--- src/rtl/cva6_axi_txn_monitor.sv ---
// +----------------------------------------------------------------------------+
// | cva6_axi_txn_monitor                                                       |
// | Passive AXI health monitor: outstanding bursts, error counts, watchdogs,   |
// | protocol-violation flag and level interrupt. Optional read stall tracking  |
// | is built when CVA6_AXI_MON_STALL_TRACK_EN is defined.                      |
// | Revision: 1.0                                                              |
// +----------------------------------------------------------------------------+
`default_nettype none

module cva6_axi_txn_monitor #(
  parameter  int MAX_OUTSTANDING = 16,
  parameter  int TIMEOUT_CYCLES  = 4096,
  parameter  int ERR_CNT_W       = 16,
  localparam int OUT_W           = $clog2(MAX_OUTSTANDING + 1),
  localparam int TMR_W           = $clog2(TIMEOUT_CYCLES + 1)
) (
  input  logic                 clk_i,
  input  logic                 rst_i,
  input  logic                 clear_i,
  input  logic                 aw_valid_i,
  input  logic                 aw_ready_i,
  input  logic                 ar_valid_i,
  input  logic                 ar_ready_i,
  input  logic                 b_valid_i,
  input  logic                 b_ready_i,
  input  logic [1:0]           b_resp_i,
  input  logic                 r_valid_i,
  input  logic                 r_ready_i,
  input  logic                 r_last_i,
  input  logic [1:0]           r_resp_i,
  output logic [OUT_W-1:0]     wr_outstanding_o,
  output logic [OUT_W-1:0]     rd_outstanding_o,
  output logic [ERR_CNT_W-1:0] wr_err_cnt_o,
  output logic [ERR_CNT_W-1:0] rd_err_cnt_o,
  output logic                 wr_timeout_o,
  output logic                 rd_timeout_o,
  output logic                 proto_err_o,
  output logic [TMR_W-1:0]     rd_max_stall_o,
  output logic                 irq_o
);

  localparam logic [OUT_W-1:0]     OUT_MAX = OUT_W'(MAX_OUTSTANDING);
  localparam logic [TMR_W-1:0]     TMR_MAX = TMR_W'(TIMEOUT_CYCLES);
  localparam logic [ERR_CNT_W-1:0] ERR_MAX = '1;
  localparam logic [1:0]           SLVERR  = 2'b10;
  localparam logic [1:0]           DECERR  = 2'b11;

  logic aw_hs, ar_hs, b_hs, r_hs, r_done;
  logic b_err, r_err;
  logic wr_proto, rd_proto;

  logic [OUT_W-1:0]     wr_out_q, wr_out_d, rd_out_q, rd_out_d;
  logic [TMR_W-1:0]     wr_tmr_q, wr_tmr_d, rd_tmr_q, rd_tmr_d;
  logic [ERR_CNT_W-1:0] wr_err_q, rd_err_q;
  logic                 wr_to_q, rd_to_q, proto_q;

  assign aw_hs  = aw_valid_i & aw_ready_i;
  assign ar_hs  = ar_valid_i & ar_ready_i;
  assign b_hs   = b_valid_i & b_ready_i;
  assign r_hs   = r_valid_i & r_ready_i;
  assign r_done = r_hs & r_last_i;
  assign b_err  = (b_resp_i == SLVERR) || (b_resp_i == DECERR);
  assign r_err  = (r_resp_i == SLVERR) || (r_resp_i == DECERR);

  // Returns {violation, next count}; over/underflow holds the count and flags.
  function automatic logic [OUT_W:0] next_cnt(input logic [OUT_W-1:0] cnt,
                                               input logic inc, input logic dec);
    logic             viol;
    logic [OUT_W-1:0] nxt;
    viol = 1'b0;
    nxt  = cnt;
    if (inc && !dec) begin
      if (cnt == OUT_MAX) viol = 1'b1;
      else                nxt  = cnt + OUT_W'(1);
    end else if (dec && !inc) begin
      if (cnt == '0) viol = 1'b1;
      else           nxt  = cnt - OUT_W'(1);
    end
    return {viol, nxt};
  endfunction

  function automatic logic [TMR_W-1:0] next_tmr(input logic [TMR_W-1:0] tmr,
                                                input logic progress,
                                                input logic [OUT_W-1:0] out_nxt);
    if (progress || (out_nxt == '0)) return '0;
    if (tmr == TMR_MAX)              return tmr;
    return tmr + TMR_W'(1);
  endfunction

  always_comb begin
    {wr_proto, wr_out_d} = next_cnt(wr_out_q, aw_hs, b_hs);
    {rd_proto, rd_out_d} = next_cnt(rd_out_q, ar_hs, r_done);
    wr_tmr_d             = next_tmr(wr_tmr_q, b_hs, wr_out_d);
    rd_tmr_d             = next_tmr(rd_tmr_q, r_hs, rd_out_d);
  end

  always_ff @(posedge clk_i or posedge rst_i) begin
    if (rst_i) begin
      wr_out_q <= '0;
      rd_out_q <= '0;
      wr_tmr_q <= '0;
      rd_tmr_q <= '0;
      wr_err_q <= '0;
      rd_err_q <= '0;
      wr_to_q  <= 1'b0;
      rd_to_q  <= 1'b0;
      proto_q  <= 1'b0;
    end else begin
      wr_out_q <= wr_out_d;
      rd_out_q <= rd_out_d;
      wr_tmr_q <= wr_tmr_d;
      rd_tmr_q <= rd_tmr_d;
      // clear wins over any same-cycle error or flag event
      if (clear_i) begin
        wr_err_q <= '0;
        rd_err_q <= '0;
        wr_to_q  <= 1'b0;
        rd_to_q  <= 1'b0;
        proto_q  <= 1'b0;
      end else begin
        if (b_hs && b_err && (wr_err_q != ERR_MAX)) wr_err_q <= wr_err_q + ERR_CNT_W'(1);
        if (r_hs && r_err && (rd_err_q != ERR_MAX)) rd_err_q <= rd_err_q + ERR_CNT_W'(1);
        if (wr_tmr_q == TMR_MAX) wr_to_q <= 1'b1;
        if (rd_tmr_q == TMR_MAX) rd_to_q <= 1'b1;
        if (wr_proto || rd_proto) proto_q <= 1'b1;
      end
    end
  end

`ifdef CVA6_AXI_MON_STALL_TRACK_EN
  logic [TMR_W-1:0] rd_max_stall_q;

  always_ff @(posedge clk_i or posedge rst_i) begin
    if (rst_i)                                     rd_max_stall_q <= '0;
    else if (clear_i)                              rd_max_stall_q <= '0;
    else if (r_hs && (rd_tmr_q > rd_max_stall_q))  rd_max_stall_q <= rd_tmr_q;
  end

  assign rd_max_stall_o = rd_max_stall_q;
`else
  assign rd_max_stall_o = '0;
`endif

  assign wr_outstanding_o = wr_out_q;
  assign rd_outstanding_o = rd_out_q;
  assign wr_err_cnt_o     = wr_err_q;
  assign rd_err_cnt_o     = rd_err_q;
  assign wr_timeout_o     = wr_to_q;
  assign rd_timeout_o     = rd_to_q;
  assign proto_err_o      = proto_q;
  assign irq_o            = wr_to_q | rd_to_q | proto_q | (wr_err_q != '0) | (rd_err_q != '0);

endmodule

`default_nettype wire

--- config.mk ---
export PLATFORM = sky130hd
export DESIGN_NAME = cva6_axi_txn_monitor
export DESIGN_NICKNAME = d
export VERILOG_FILES = /design/src/rtl/cva6_axi_txn_monitor.sv
export SDC_FILE = /design/constraint.sdc
export NUM_CORES = 1
export LEC_CHECK = 0
export BUFFER_PORTS_ARGS = -buffer_cell sky130_fd_sc_hd__buf_2
export CORE_MARGIN = 2
export CORE_UTILIZATION = 55
export CTS_CLUSTER_DIAMETER = 100
export DETAILED_ROUTE_END_ITERATION = 12
export PLACE_DENSITY = 0.86
export REMOVE_ABC_BUFFERS = 1
export SLEW_MARGIN = 20
export SYNTH_ARGS = -nofsm -noshare
export SYNTH_HDL_FRONTEND = slang
export SYNTH_SLANG_ARGS = --single-unit
export TNS_END_PERCENT = 50
--- constraint.sdc ---
create_clock -name clk_i -period 3.6 [get_ports clk_i]
set_input_delay 0.54 -clock clk_i [delete_from_list [all_inputs] [get_ports clk_i]]
set_output_delay 0.54 -clock clk_i [all_outputs]
set_load 0.02 [all_outputs]
==> flow_summary_export.csv <==
group,metric,value,unit
logic_synthesis,synthCells,480,
clocking,insertion_delay,350,ps
finish,regArea,0.00178,sq mm
clocking,root_buffer,"clkbuf_8",
finish,area_growth,12.3,%
logic_synthesis,yosysMostFrequentCell,"dfrtp_1",
logic_synthesis,synth_commonest_cells,"71 x dfrtp_1, 40 x nor2_1, 33 x nand3_1",
sta,min_period,2960,ps
sta,max_slew.worst_pin.slew,926,ps
clocking,cts.sinks,71,
clocking,post-cts-setup-buffers,0,
sta,whs,89.8,ps
place,pre_cts_ws,734,ps
floorplanning,start_util,56.6,%
logic_synthesis,synth_cell_types,55,
finish,nets,563,
drt,wl_per_cell,15.8,microns
pwr,vdd_ir_drop_max,569,uV
sta,finalCritPeriodShare,82.2,%
floorplanning,io_pins,75,
logic_synthesis,synth_top_area_cell,"dfrtp_1",
global_routing,track_usage,24.7,%
logic_synthesis,synth_top_family_by_area,"simple AND/OR/NAND/NOR gates",
global_routing,gr-total-overflow,0,
global_routing,grt_max_degree,63,
floorplanning,coreArea,0.00773,sq mm
floorplanning,num_rows,32,
clocking,cts_tree,"done",
critical_path,cp_slowest_cell,"a2111oi_4",
drt,drt_wl_total,10.1,mm
finish,fillers,639,
sta,slew_viol_final,0,
logic_synthesis,synth-edff-count,0,
logic_synthesis,synth.area.mux_share,1.23,%
pwr,p_leak,2.17,nW
critical_path,path_max_fanout,13,
sta,finClkSkew,14.1,ps
critical_path,cp-start-kind,"register",
pwr,total_power,2.59,mW
logic_synthesis,synth_compound_area_share,15.2,%
critical_path,max_stage_delay,720,ps
logic_synthesis,synth-adder-area-share,3.43,%
sta,clock.fmax,338,MHz
logic_synthesis,async_reset_ff_share,100,%
sta,max_slew_margin,37.7,%
sta,final.setup.tns,0,ps
logic_synthesis,ys_top_cells_by_area,"dfrtp_1 41%, xnor2_1 5.8%, a211oi_1 5.1%, xor2_1 4.2%, nand3_1 3.8%",
sta,finalHoldViolations,0,
critical_path,crit_chain,"inv_1 -> ha_1 -> or4b_4 -> nor4b_1 -> a311o_1 -> a2111oi_4 -> a211oi_1",
critical_path,critPathBufInv,1,
place,place_congestion,0.928,
critical_path,required,3780,ps
clocking,ctsHoldBuffers,0,
drt,viasPerCell,6.06,
drt,drt_first_pass_iters,5,
logic_synthesis,synthXorXnorAreaFrac,10.0,%
run_status,outcome,"finished, final reports clean",
finish,fin_util,63.6,%
logic_synthesis,synth-simple-area-share,23.5,%
clocking,clk_path_buf_depth,2,
critical_path,r2r_setup_slack,640,ps
clocking,numCtsBuffers,9,
drt,post-route-drc-count,0,
global_routing,antenna_found_initial,0,
global_routing,grt_pass1_wl,17.3,mm
critical_path,critical_path.top_delay_family,"compound AO/OA/AOI/OAI gates",
clocking,clk_pin_slew,80,ps
sta,rsz0062_at_grt,"no",
drt,vias,3883,
hold_path,hold_path_class,"in -> async",
logic_synthesis,yosysWarnings,0,
sta,setup_ws,640,ps
finish,drive_gt1_share,16.5,%
place,hpwl,7.02,mm
floorplanning,die_x,93.2,microns
logic_synthesis,synth_ff_type,"dfrtp_1",
flow_run,cap_violations,0,
place,io_buffers,59,
finish,antenna_cells,0,
pwr,p_per_area,527,mW/mm^2
logic_synthesis,yosysSeqAreaShare,40.6,%
logic_synthesis,avgSynthCellArea,9.12,sq um
finish,multi_input_area,0.00238,sq mm
logic_synthesis,synth.cell_area,0.00438,sq mm
floorplanning,die_area,0.00868,sq mm
drt,first_iter_violations,281,
drt,ant_nets,0,
critical_path,arrival,3140,ps
floorplanning,die_y,93.2,microns
logic_synthesis,ys_ff_latch,71,
critical_path,cp-end-kind,"register",
critical_path,criticalPathCategory,"reg -> reg",
sta,setup_viol,0,
logic_synthesis,synth_top_area_share,40.6,%
clocking,htree_levels,3,
clocking,cts_resized,0,
global_routing,grt_pass1_vias,3695,
==> routing by layer <==
layer	global-route usage (%)	vias to the layer above	wire length, microns
li1	-	1830	-
met1	32.7	1876	4390
met2	41.2	160	4970
met3	3.63	17	556
met4	9.56	0	176
met5	0	-	0
==> area by class of cell <==
type / count / area share [%]
timing repair buffer: 64 / 6.77
tap: 102 / 2.60
inverter: 22 / 1.68
clock inverter: 4 / 1.43
clock buffer: 11 / 2.88
multi-input combinational: 367 / 48.5
sequential: 71 / 36.2
==> report_power, final <==
| group | switching, mW | internal [mW] | leakage (nW) |
|---|---|---|---|
| Combinational | 0.493 | 0.336 | 1.09 |
| Clock | 0.293 | 0.403 | 0.109 |
| Sequential | 0.173 | 0.892 | 0.963 |
| Total | 0.959 | 1.63 | 2.17 |
==> through the flow <==
| step | instances | instance area (sq um) |
|---|---|---|
| finish | 641 | 4910 |
| detailed placement | 626 | 4700 |
| floorplan | 460 | 4240 |
| global route | 641 | 4910 |
| CTS | 641 | 4910 |
| global placement | 626 | 4700 |
==> final timing paths <==
path	to	cells past startpoint	startpoint
worst max-delay path	wr_tmr_q[12]	7	wr_outstanding_o[0]
worst min-delay path	rd_tmr_q[9]	2	rst_i
worst max register to register	wr_tmr_q[12]	7	wr_outstanding_o[0]
worst min register to register	rd_timeout_o	2	rd_timeout_o
max in group asynchronous	wr_err_cnt_o[3]	3	rst_i
min in group clk_i	rd_tmr_q[1]	4	r_ready_i
==> sequential cells by signal, indices dropped and copies added, names as in the netlist <==
name,count
rd_outstanding_o,5
wr_err_cnt_o,16
rd_err_cnt_o,16
proto_err_o,1
rd_timeout_o,1
wr_outstanding_o,5
rd_tmr_q,13
wr_tmr_q,13
wr_timeout_o,1
==> cells by family (layout without fill, tap and decap cells) <==
family | count (synthesis) | after routing
buffers and inverters | 54 | 101
XOR/XNOR | 50 | 50
AO/OA/AOI/OAI | 93 | 93
flip-flops | 71 | 71
other | 1 | 13
adder cells (fa/ha/maj) | 12 | 12
multiplexers | 5 | 5
AND/OR/NAND/NOR | 194 | 194
==> placed cells by master, fill, tap and decap left out, types with 10 or more instances in the layout <==
cell      synthesis  routed
dfrtp_1          71      71
buf_2             1      59
nor2_1           40      40
nand3_1          33      33
nand2_1          30      30
a211oi_1         30      30
xnor2_1          29      29
a21oi_1          22      22
inv_1            22      21
xor2_1           21      21
and3_1           17      17
nand4_1          13      13
conb_1            1      13
nor4_1           12      12
nor3_1           12      12
ha_1             12      12
clkbuf_8          0      10
Power figures use the tool's default switching activity.
